==> src/rtl/pdm_adc_decimator.sv <==
// PDM receive decimator: synchroniser, boxcar ones-counter (CIC1) or 2nd-order CIC, scaler, 1-entry output register.
// Define PDM_DECIM_CIC2_EN to build the 2nd-order CIC instead of the boxcar.
//
// state    | meaning
// ---------+-----------------------------------------------------------
// ST_SYNC0 | synchroniser holds reset value, bit not consumed
// ST_SYNC1 | synchroniser half filled, bit not consumed
// ST_FILL  | CIC2 only: first window primes the combs, no sample emitted
// ST_RUN   | bits consumed, sample emitted at every window end
module pdm_adc_decimator #(
    parameter int DATA_BITS  = 12,
    parameter int DECIM_LOG2 = 8
) (
    input  logic                 clk,
    input  logic                 rst_n,
    input  logic                 pdm_in,
    input  logic                 clk_en,
    output logic [DATA_BITS-1:0] sample_out,
    output logic                 sample_valid,
    input  logic                 sample_ready,
    output logic                 overrun,
    input  logic                 overrun_clr
);

    localparam int L = DECIM_LOG2;
    localparam int D = DATA_BITS;
    localparam logic [L-1:0] CNT_LAST = '1;

    typedef enum logic [1:0] {ST_SYNC0, ST_SYNC1, ST_FILL, ST_RUN} state_t;

`ifdef PDM_DECIM_CIC2_EN
    localparam state_t ST_AFTER_SYNC = ST_FILL;
`else
    localparam state_t ST_AFTER_SYNC = ST_RUN;
`endif

    state_t         state;
    state_t         state_nxt;
    logic           sync_a;
    logic           sync_b;
    logic [L-1:0]   cnt;
    logic           consume;
    logic           window_end;
    logic           load;
    logic [D-1:0]   sample_new;

    always_ff @(posedge clk) begin
        if (!rst_n) begin
            sync_a <= 1'b0;
            sync_b <= 1'b0;
        end else begin
            sync_a <= pdm_in;
            sync_b <= sync_a;
        end
    end

    always_ff @(posedge clk) begin
        if (!rst_n) begin
            state <= ST_SYNC0;
        end else begin
            state <= state_nxt;
        end
    end

    always_comb begin
        state_nxt = state;
        case (state)
            ST_SYNC0: if (clk_en) state_nxt = ST_SYNC1;
            ST_SYNC1: if (clk_en) state_nxt = ST_AFTER_SYNC;
            ST_FILL:  if (window_end) state_nxt = ST_RUN;
            default:  state_nxt = state;
        endcase
    end

    always_comb begin
        consume    = clk_en && (state == ST_FILL || state == ST_RUN);
        window_end = consume && (cnt == CNT_LAST);
        load       = window_end && (state == ST_RUN);
    end

    always_ff @(posedge clk) begin
        if (!rst_n) begin
            cnt <= '0;
        end else if (consume) begin
            cnt <= cnt + 1'b1;
        end
    end

`ifdef PDM_DECIM_CIC2_EN
    localparam int W = 2 * L + 1;
    localparam logic [W-1:0] FULL2 = {1'b1, {(2 * L){1'b0}}};

    logic [W-1:0] integ1;
    logic [W-1:0] integ2;
    logic [W-1:0] comb_z1;
    logic [W-1:0] comb_z2;
    logic [W-1:0] integ1_nxt;
    logic [W-1:0] integ2_nxt;
    logic [W-1:0] comb1;
    logic [W-1:0] raw;
    logic [D-1:0] raw_scaled;

    // The current bit enters both integrators before the comb sees them, so the Nth bit lands in its own window.
    assign integ1_nxt = integ1 + {{(W - 1){1'b0}}, sync_b};
    assign integ2_nxt = integ2 + integ1_nxt;
    assign comb1      = integ2_nxt - comb_z1;
    assign raw        = comb1 - comb_z2;

    always_ff @(posedge clk) begin
        if (!rst_n) begin
            integ1  <= '0;
            integ2  <= '0;
            comb_z1 <= '0;
            comb_z2 <= '0;
        end else if (consume) begin
            integ1 <= integ1_nxt;
            integ2 <= integ2_nxt;
            if (window_end) begin
                comb_z1 <= integ2_nxt;
                comb_z2 <= comb1;
            end
        end
    end

    generate
        if (2 * L >= D) begin : g_scale_down
            assign raw_scaled = raw[2 * L - 1 -: D];
        end else begin : g_scale_up
            assign raw_scaled = {raw[2 * L - 1:0], {(D - 2 * L){1'b0}}};
        end
    endgenerate

    assign sample_new = (raw == FULL2) ? {D{1'b1}} : raw_scaled;
`else
    localparam logic [L:0] FULL1 = {1'b1, {L{1'b0}}};

    logic [L:0]   ones;
    logic [L:0]   ones_nxt;
    logic [D-1:0] ones_scaled;

    assign ones_nxt = ones + {{L{1'b0}}, sync_b};

    always_ff @(posedge clk) begin
        if (!rst_n) begin
            ones <= '0;
        end else if (consume) begin
            ones <= window_end ? '0 : ones_nxt;
        end
    end

    generate
        if (D > L) begin : g_scale_up
            assign ones_scaled = {ones_nxt[L-1:0], {(D - L){1'b0}}};
        end else begin : g_scale_none
            assign ones_scaled = ones_nxt[L-1:0];
        end
    endgenerate

    assign sample_new = (ones_nxt == FULL1) ? {D{1'b1}} : ones_scaled;
`endif

    always_ff @(posedge clk) begin
        if (!rst_n) begin
            sample_out   <= '0;
            sample_valid <= 1'b0;
            overrun      <= 1'b0;
        end else begin
            if (load) begin
                sample_out   <= sample_new;
                sample_valid <= 1'b1;
            end else if (sample_valid && sample_ready) begin
                sample_valid <= 1'b0;
            end
            // A new overrun takes priority over a simultaneous clear.
            if (load && sample_valid && !sample_ready) begin
                overrun <= 1'b1;
            end else if (overrun_clr) begin
                overrun <= 1'b0;
            end
        end
    end

endmodule

==> config.mk <==
export PLATFORM = sky130hd
export DESIGN_NAME = pdm_adc_decimator
export DESIGN_NICKNAME = d
export VERILOG_FILES = /design/src/rtl/pdm_adc_decimator.sv
export SDC_FILE = /design/constraint.sdc
export NUM_CORES = 1
export LEC_CHECK = 0
export CAP_MARGIN = 20
export CORE_ASPECT_RATIO = 0.7
export CORE_MARGIN = 3
export CORE_UTILIZATION = 54
export CTS_CLUSTER_SIZE = 8
export DETAILED_ROUTE_END_ITERATION = 10
export PLACE_DENSITY = 0.78
export SLEW_MARGIN = 10
export SYNTH_ARGS = -nofsm -noshare
export SYNTH_HDL_FRONTEND = slang
export SYNTH_SLANG_ARGS = --single-unit
==> constraint.sdc <==
create_clock -name clk -period 2.6 [get_ports clk]
set_input_delay 0.52 -clock clk [delete_from_list [all_inputs] [get_ports clk]]
set_output_delay 0.52 -clock clk [all_outputs]
set_load 0.03 [all_outputs]
==> flow_summary.html <==
<table>
<tr><th>Metric</th><th>Value</th></tr>
<tr><th colspan="2">Status</th></tr>
<tr><td>Run status</td><td>completed</td></tr>
<tr><th colspan="2">Synthesis</th></tr>
<tr><td>Compound-gate portion of the synthesized area</td><td>19.4%</td></tr>
<tr><td>Avg Inst Size Synth</td><td>8.69 sq um</td></tr>
<tr><td>Post-Syn Area</td><td>0.00158 sq mm</td></tr>
<tr><td>Number of distinct library cells after synthesis</td><td>37</td></tr>
<tr><td>Xor/xnor cell area share of the yosys netlist</td><td>under 10%</td></tr>
<tr><td>Register area share after synthesis</td><td>40.5%</td></tr>
<tr><td>Post-synthesis adder-cell area fraction</td><td>under 10%</td></tr>
<tr><td>Cell count after synthesis</td><td>between 150 and 200</td></tr>
<tr><td>Portion of netlist area occupied by mux cells</td><td>1.27%</td></tr>
<tr><td>Number of register bits inferred by synthesis</td><td>32</td></tr>
<tr><td>Number of warning messages in the yosys log</td><td>0</td></tr>
<tr><td>Main combinational cell family by area after synthesis</td><td>simple AND/OR/NAND/NOR gates</td></tr>
<tr><td>Post-synth net total</td><td>196</td></tr>
<tr><td>Simple-gate area share of the yosys netlist</td><td>19.9%</td></tr>
<tr><th colspan="2">Critical path</th></tr>
<tr><td>Largest incremental delay on the critical path</td><td>0.44 ns</td></tr>
<tr><td>Critical register-to-register path endpoint</td><td>sample_out[5]$_SDFFE_PN0P_</td></tr>
<tr><td>Buf/Inv on CP</td><td>0</td></tr>
<tr><td>Launching element of the worst setup path</td><td>sync_b$_SDFF_PN0_</td></tr>
<tr><td>Kind of cell adding the most delay to the critical path</td><td>simple AND/OR/NAND/NOR gates</td></tr>
<tr><td>Origin of the critical flop-to-flop path</td><td>sync_b$_SDFF_PN0_</td></tr>
<tr><td>Endpoint type of the worst setup path</td><td>flip-flop</td></tr>
<tr><td>Required time of the worst setup path</td><td>2.82 ns</td></tr>
<tr><td>Chain of cells forming the critical path</td><td>ha_1 -&gt; ha_1 -&gt; xor2_1 -&gt; or4_4 -&gt; a2111oi_4 -&gt; nand2_2 -&gt; a31oi_2</td></tr>
<tr><td>Critical path start-end classification</td><td>flip-flop to flip-flop</td></tr>
<tr><td>Endpoint arrival time on the critical path</td><td>~2.5 ns</td></tr>
<tr><td>Crit-path most repeated cell</td><td>sky130_fd_sc_hd__ha_1</td></tr>
<tr><td>Slowest cell on the critical path</td><td>sky130_fd_sc_hd__or4_4</td></tr>
<tr><td>Worst setup SP type</td><td>flip-flop</td></tr>
<tr><td>Length in cells of the worst reg-to-reg path</td><td>7</td></tr>
<tr><td>Flop-to-flop setup slack</td><td>0.36 ns</td></tr>
<tr><td>Maximum fanout along the worst path</td><td>8</td></tr>
<tr><th colspan="2">CTS</th></tr>
<tr><td>Clock buffer count from CTS</td><td>5</td></tr>
<tr><td>Number of gates resized after CTS</td><td>0</td></tr>
<tr><td>Insertion delay to the later sink of the worst-skew pair</td><td>about 0.29 ns</td></tr>
<tr><td>Maximum root-to-sink buffer count</td><td>2</td></tr>
<tr><td>Clock sink count</td><td>32</td></tr>
<tr><td>Clock transition time at the flip-flop clock pins of the worst setup and hold paths</td><td>0.07 ns</td></tr>
<tr><td>Root buffer cell</td><td>sky130_fd_sc_hd__clkbuf_8</td></tr>
<tr><td>H-tree level count</td><td>2</td></tr>
<tr><td>Clock tree from TritonCTS</td><td>built</td></tr>
<tr><td>Hold bufs inserted after CTS</td><td>0</td></tr>
<tr><td>Setup fix buffers added after clock tree synthesis</td><td>0</td></tr>
<tr><th colspan="2">Placement</th></tr>
<tr><td>Number of placed instances with taps included</td><td>between 200 and 250</td></tr>
<tr><td>Total placed instance area</td><td>0.00178 sq mm</td></tr>
<tr><td>Count of input and output buffers</td><td>19</td></tr>
<tr><td>Detailed placement HPWL</td><td>2.40 mm</td></tr>
<tr><td>Routability Congestion</td><td>0.901</td></tr>
<tr><th colspan="2">Layout</th></tr>
<tr><td>Cell area after layout</td><td>between 0.0015 and 0.002 sq mm</td></tr>
<tr><td>Post-route core utilization</td><td>72.0%</td></tr>
<tr><td>Antenna diode instance count</td><td>0</td></tr>
<tr><td>Count of placed standard cells in the final layout, fillers left out</td><td>235</td></tr>
<tr><td>Final #Nets</td><td>214</td></tr>
<tr><td>Share of cells above drive strength 1</td><td>8.96%</td></tr>
<tr><td>Most frequent cells in the layout</td><td>32 x sky130_fd_sc_hd__dfxtp_1, 19 x sky130_fd_sc_hd__clkdlybuf4s50_1, 18 x sky130_fd_sc_hd__nand2_1, 17 x sky130_fd_sc_hd__nor2_1, 15 x sky130_fd_sc_hd__o21ai_0</td></tr>
<tr><td>Leading cell type in the layout, fill and taps excluded</td><td>sky130_fd_sc_hd__dfxtp_1</td></tr>
<tr><td>Layout overhead on the synthesized area</td><td>19.6%</td></tr>
<tr><th colspan="2">Route</th></tr>
<tr><td>Drc violations</td><td>0</td></tr>
<tr><td>Via Count</td><td>1302</td></tr>
<tr><td>Antenna violation net count after detailed routing</td><td>0</td></tr>
<tr><td>Ratio of routed vias to standard cells</td><td>between 5 and 6</td></tr>
<tr><td>Iteration-0 DRC count of the detailed router</td><td>60</td></tr>
<tr><td>Average routed wire per standard cell</td><td>13.7 microns</td></tr>
<tr><td>Detailed Routing Iterations Pass 1</td><td>4</td></tr>
<tr><td>Final WL</td><td>3.23 mm</td></tr>
<tr><th colspan="2">Global routing</th></tr>
<tr><td>Global routing usage summed across all routing layers</td><td>about a fifth</td></tr>
<tr><td>Maximum number of pins on one net before global-route repair</td><td>21</td></tr>
<tr><td>GRT met1 Usage</td><td>23.8%</td></tr>
<tr><td>First-pass GRT wire length</td><td>5.68 mm</td></tr>
<tr><td>Remaining global-route overflow</td><td>0</td></tr>
<tr><td>GR Layer Usage met3</td><td>7.86%</td></tr>
<tr><td>Number of global-route vias before repair</td><td>1276</td></tr>
<tr><td>Global-route track usage on met2</td><td>33.4%</td></tr>
<tr><td>Most Used Layer, Global Route</td><td>met2</td></tr>
<tr><td>Initial antenna violation count</td><td>0</td></tr>
<tr><th colspan="2">Die</th></tr>
<tr><td>Chip Width</td><td>70.7 microns</td></tr>
<tr><td>Top-Level Pins</td><td>20</td></tr>
<tr><td>Die height</td><td>51.3 microns</td></tr>
<tr><td>Placeable core region</td><td>roughly 0.0026 sq mm</td></tr>
<tr><td>Floorplan die area</td><td>0.00362 sq mm</td></tr>
<tr><td>Site Rows</td><td>15</td></tr>
<tr><td>Effective utilization at floorplan</td><td>60.2%</td></tr>
<tr><th colspan="2">Power and ir drop</th></tr>
<tr><td>Areal power density over the cells</td><td>627 mW/mm^2</td></tr>
<tr><td>Internal Power</td><td>a little under 900 uW</td></tr>
<tr><td>Combinational cell fraction of total power</td><td>15.1%</td></tr>
<tr><td>Clock network fraction of design power</td><td>39.8%</td></tr>
<tr><td>Switching portion of total power</td><td>26.5%</td></tr>
<tr><td>Leakage component of the power</td><td>0.000703 uW</td></tr>
<tr><td>Net Sw Power</td><td>315 uW</td></tr>
<tr><td>Sequential cell fraction of total power</td><td>between 40 and 50%</td></tr>
<tr><td>Largest voltage drop on the vdd net</td><td>0.451 mV</td></tr>
<tr><th colspan="2">STA</th></tr>
<tr><td>Final Cycle Share</td><td>86.2%</td></tr>
<tr><td>Worst rel slew slack</td><td>61.3%</td></tr>
<tr><td>Hold Worst Slack</td><td>~0.45 ns</td></tr>
<tr><td>Fmax</td><td>0.446 GHz</td></tr>
<tr><td>Fin. Hold Viols</td><td>0</td></tr>
<tr><td>Worst clock skew</td><td>0.00378 ns</td></tr>
<tr><td>Slew of the pin with the lowest slew margin</td><td>between 0.5 and 0.6 ns</td></tr>
<tr><td>RSZ-0062 raised after global routing</td><td>no</td></tr>
<tr><td>Total setup violations reported at the end of the flow</td><td>0</td></tr>
<tr><td>Final slew viol count</td><td>0</td></tr>
<tr><td>Final critical path time including I/O delays and setup</td><td>2.24 ns</td></tr>
<tr><td>Sum Neg Setup Slack</td><td>0 ns</td></tr>
<tr><th colspan="2">Worst hold path</th></tr>
<tr><td>Source of the worst hold timing path</td><td>sync_a$_SDFF_PN0_</td></tr>
<tr><td>Cell depth of the worst min-delay path</td><td>1</td></tr>
<tr><td>Classification of the worst-slack hold path</td><td>flip-flop to flip-flop</td></tr>
<tr><td>End point of the worst hold path</td><td>sync_b$_SDFF_PN0_</td></tr>
<tr><th colspan="2">Run</th></tr>
<tr><td>Number of maximum-capacitance constraint violations</td><td>0</td></tr>
</table>
[per-stage QoR]
step | setup WS (ns) | total power (uW)
2_1_floorplan | 0.396 | 669
3_3_place_gp | 0.398 | 713
3_5_place_dp | 0.363 | 724
4_1_cts | 0.350 | 1200
5_1_grt | 0.140 | 1260
6_report | 0.358 | 1190
[final cells by class]
type	count	area, sq um
clock buffer	5	68.8
clock inverter	3	42.5
fill	203	736
inverter	6	22.5
multi-input combinational	132	855
sequential	32	641
tap	34	42.5
timing repair buffer	23	220
[worst max-delay path by stage]
stage / end / cells past startpoint
2_1_floorplan: sample_out[5]$_SDFFE_PN0P_ / 8
3_3_place_gp: sample_out[5]$_SDFFE_PN0P_ / 7
3_5_place_dp: sample_out[9]$_SDFFE_PN0P_ / 7
4_1_cts: sample_out[9]$_SDFFE_PN0P_ / 7
5_1_grt: sample_out[5]$_SDFFE_PN0P_ / 7
6_report: sample_out[5]$_SDFFE_PN0P_ / 7
[registers in the layout, summed over array words and instances (netlist names)]
| name | count |
|---|---|
| cnt | 8 |
| ones | 9 |
| overrun | 1 |
| sample_out | 9 |
| sample_valid | 1 |
| state | 2 |
| sync_a | 1 |
| sync_b | 1 |
[kinds of logic after synthesis]
kind of cell    after synthesis
simple gates                 62
compound gates               47
flops                        32
buf+inv                      18
xor+xnor                     13
fa+ha+maj                     8
mux                           2
[Yosys cell counts (all sizes together)]
library cell,n,area (sq um)
nor2b,2,12.5
xor2,7,61.3
and2,4,25.0
nand2b,2,12.5
dfxtp,32,641
a22oi,3,22.5
ha,8,100
o31ai,2,15.0
a41oi,1,8.76
inv,6,22.5
a2bb2oi,1,8.76
a21oi,13,65.1
a31oi,4,31.3
buf,4,33.8
nand3b,1,7.51
and3,2,12.5
xnor2,6,52.6
a21boi,1,7.51
clkbuf,8,30.0
and3b,1,10.0
nor2,17,63.8
or4,1,11.3
nand4,4,25.0
a311oi,2,17.5
mux2i,2,20.0
o21a,3,22.5
o21ai,16,80.1
nor3,2,10.0
or3,2,12.5
a2111oi,1,27.5
nand2,19,73.8
nand3,5,37.5
[worst reg2reg max path, stage by stage, from the launching register on]
cell and delay (ns):
sky130_fd_sc_hd__dfxtp_1 0.30, sky130_fd_sc_hd__ha_1 0.23, sky130_fd_sc_hd__ha_1 0.29, sky130_fd_sc_hd__xor2_1 0.17, sky130_fd_sc_hd__or4_4 0.44, sky130_fd_sc_hd__a2111oi_4 0.41, sky130_fd_sc_hd__nand2_2 0.15, sky130_fd_sc_hd__a31oi_2 0.18
[power groups by stage]
stage	clock network, uW	logic (uW)	registers [uW]
2_1_floorplan	0	129	540
3_3_place_gp	0	172	542
3_5_place_dp	0	178	546
4_1_cts	486	181	534
5_1_grt	513	208	541
6_report	473	179	535
[layer usage]
| metal | vias up | part of all wire, % |
|---|---|---|
| met5 | - | 0 |
| met2 | 34 | 47 |
| met4 | 0 | 1.4 |
| li1 | 666 | - |
| met3 | 4 | 5.4 |
| met1 | 598 | 47 |
(Power assumes the default switching activity.)
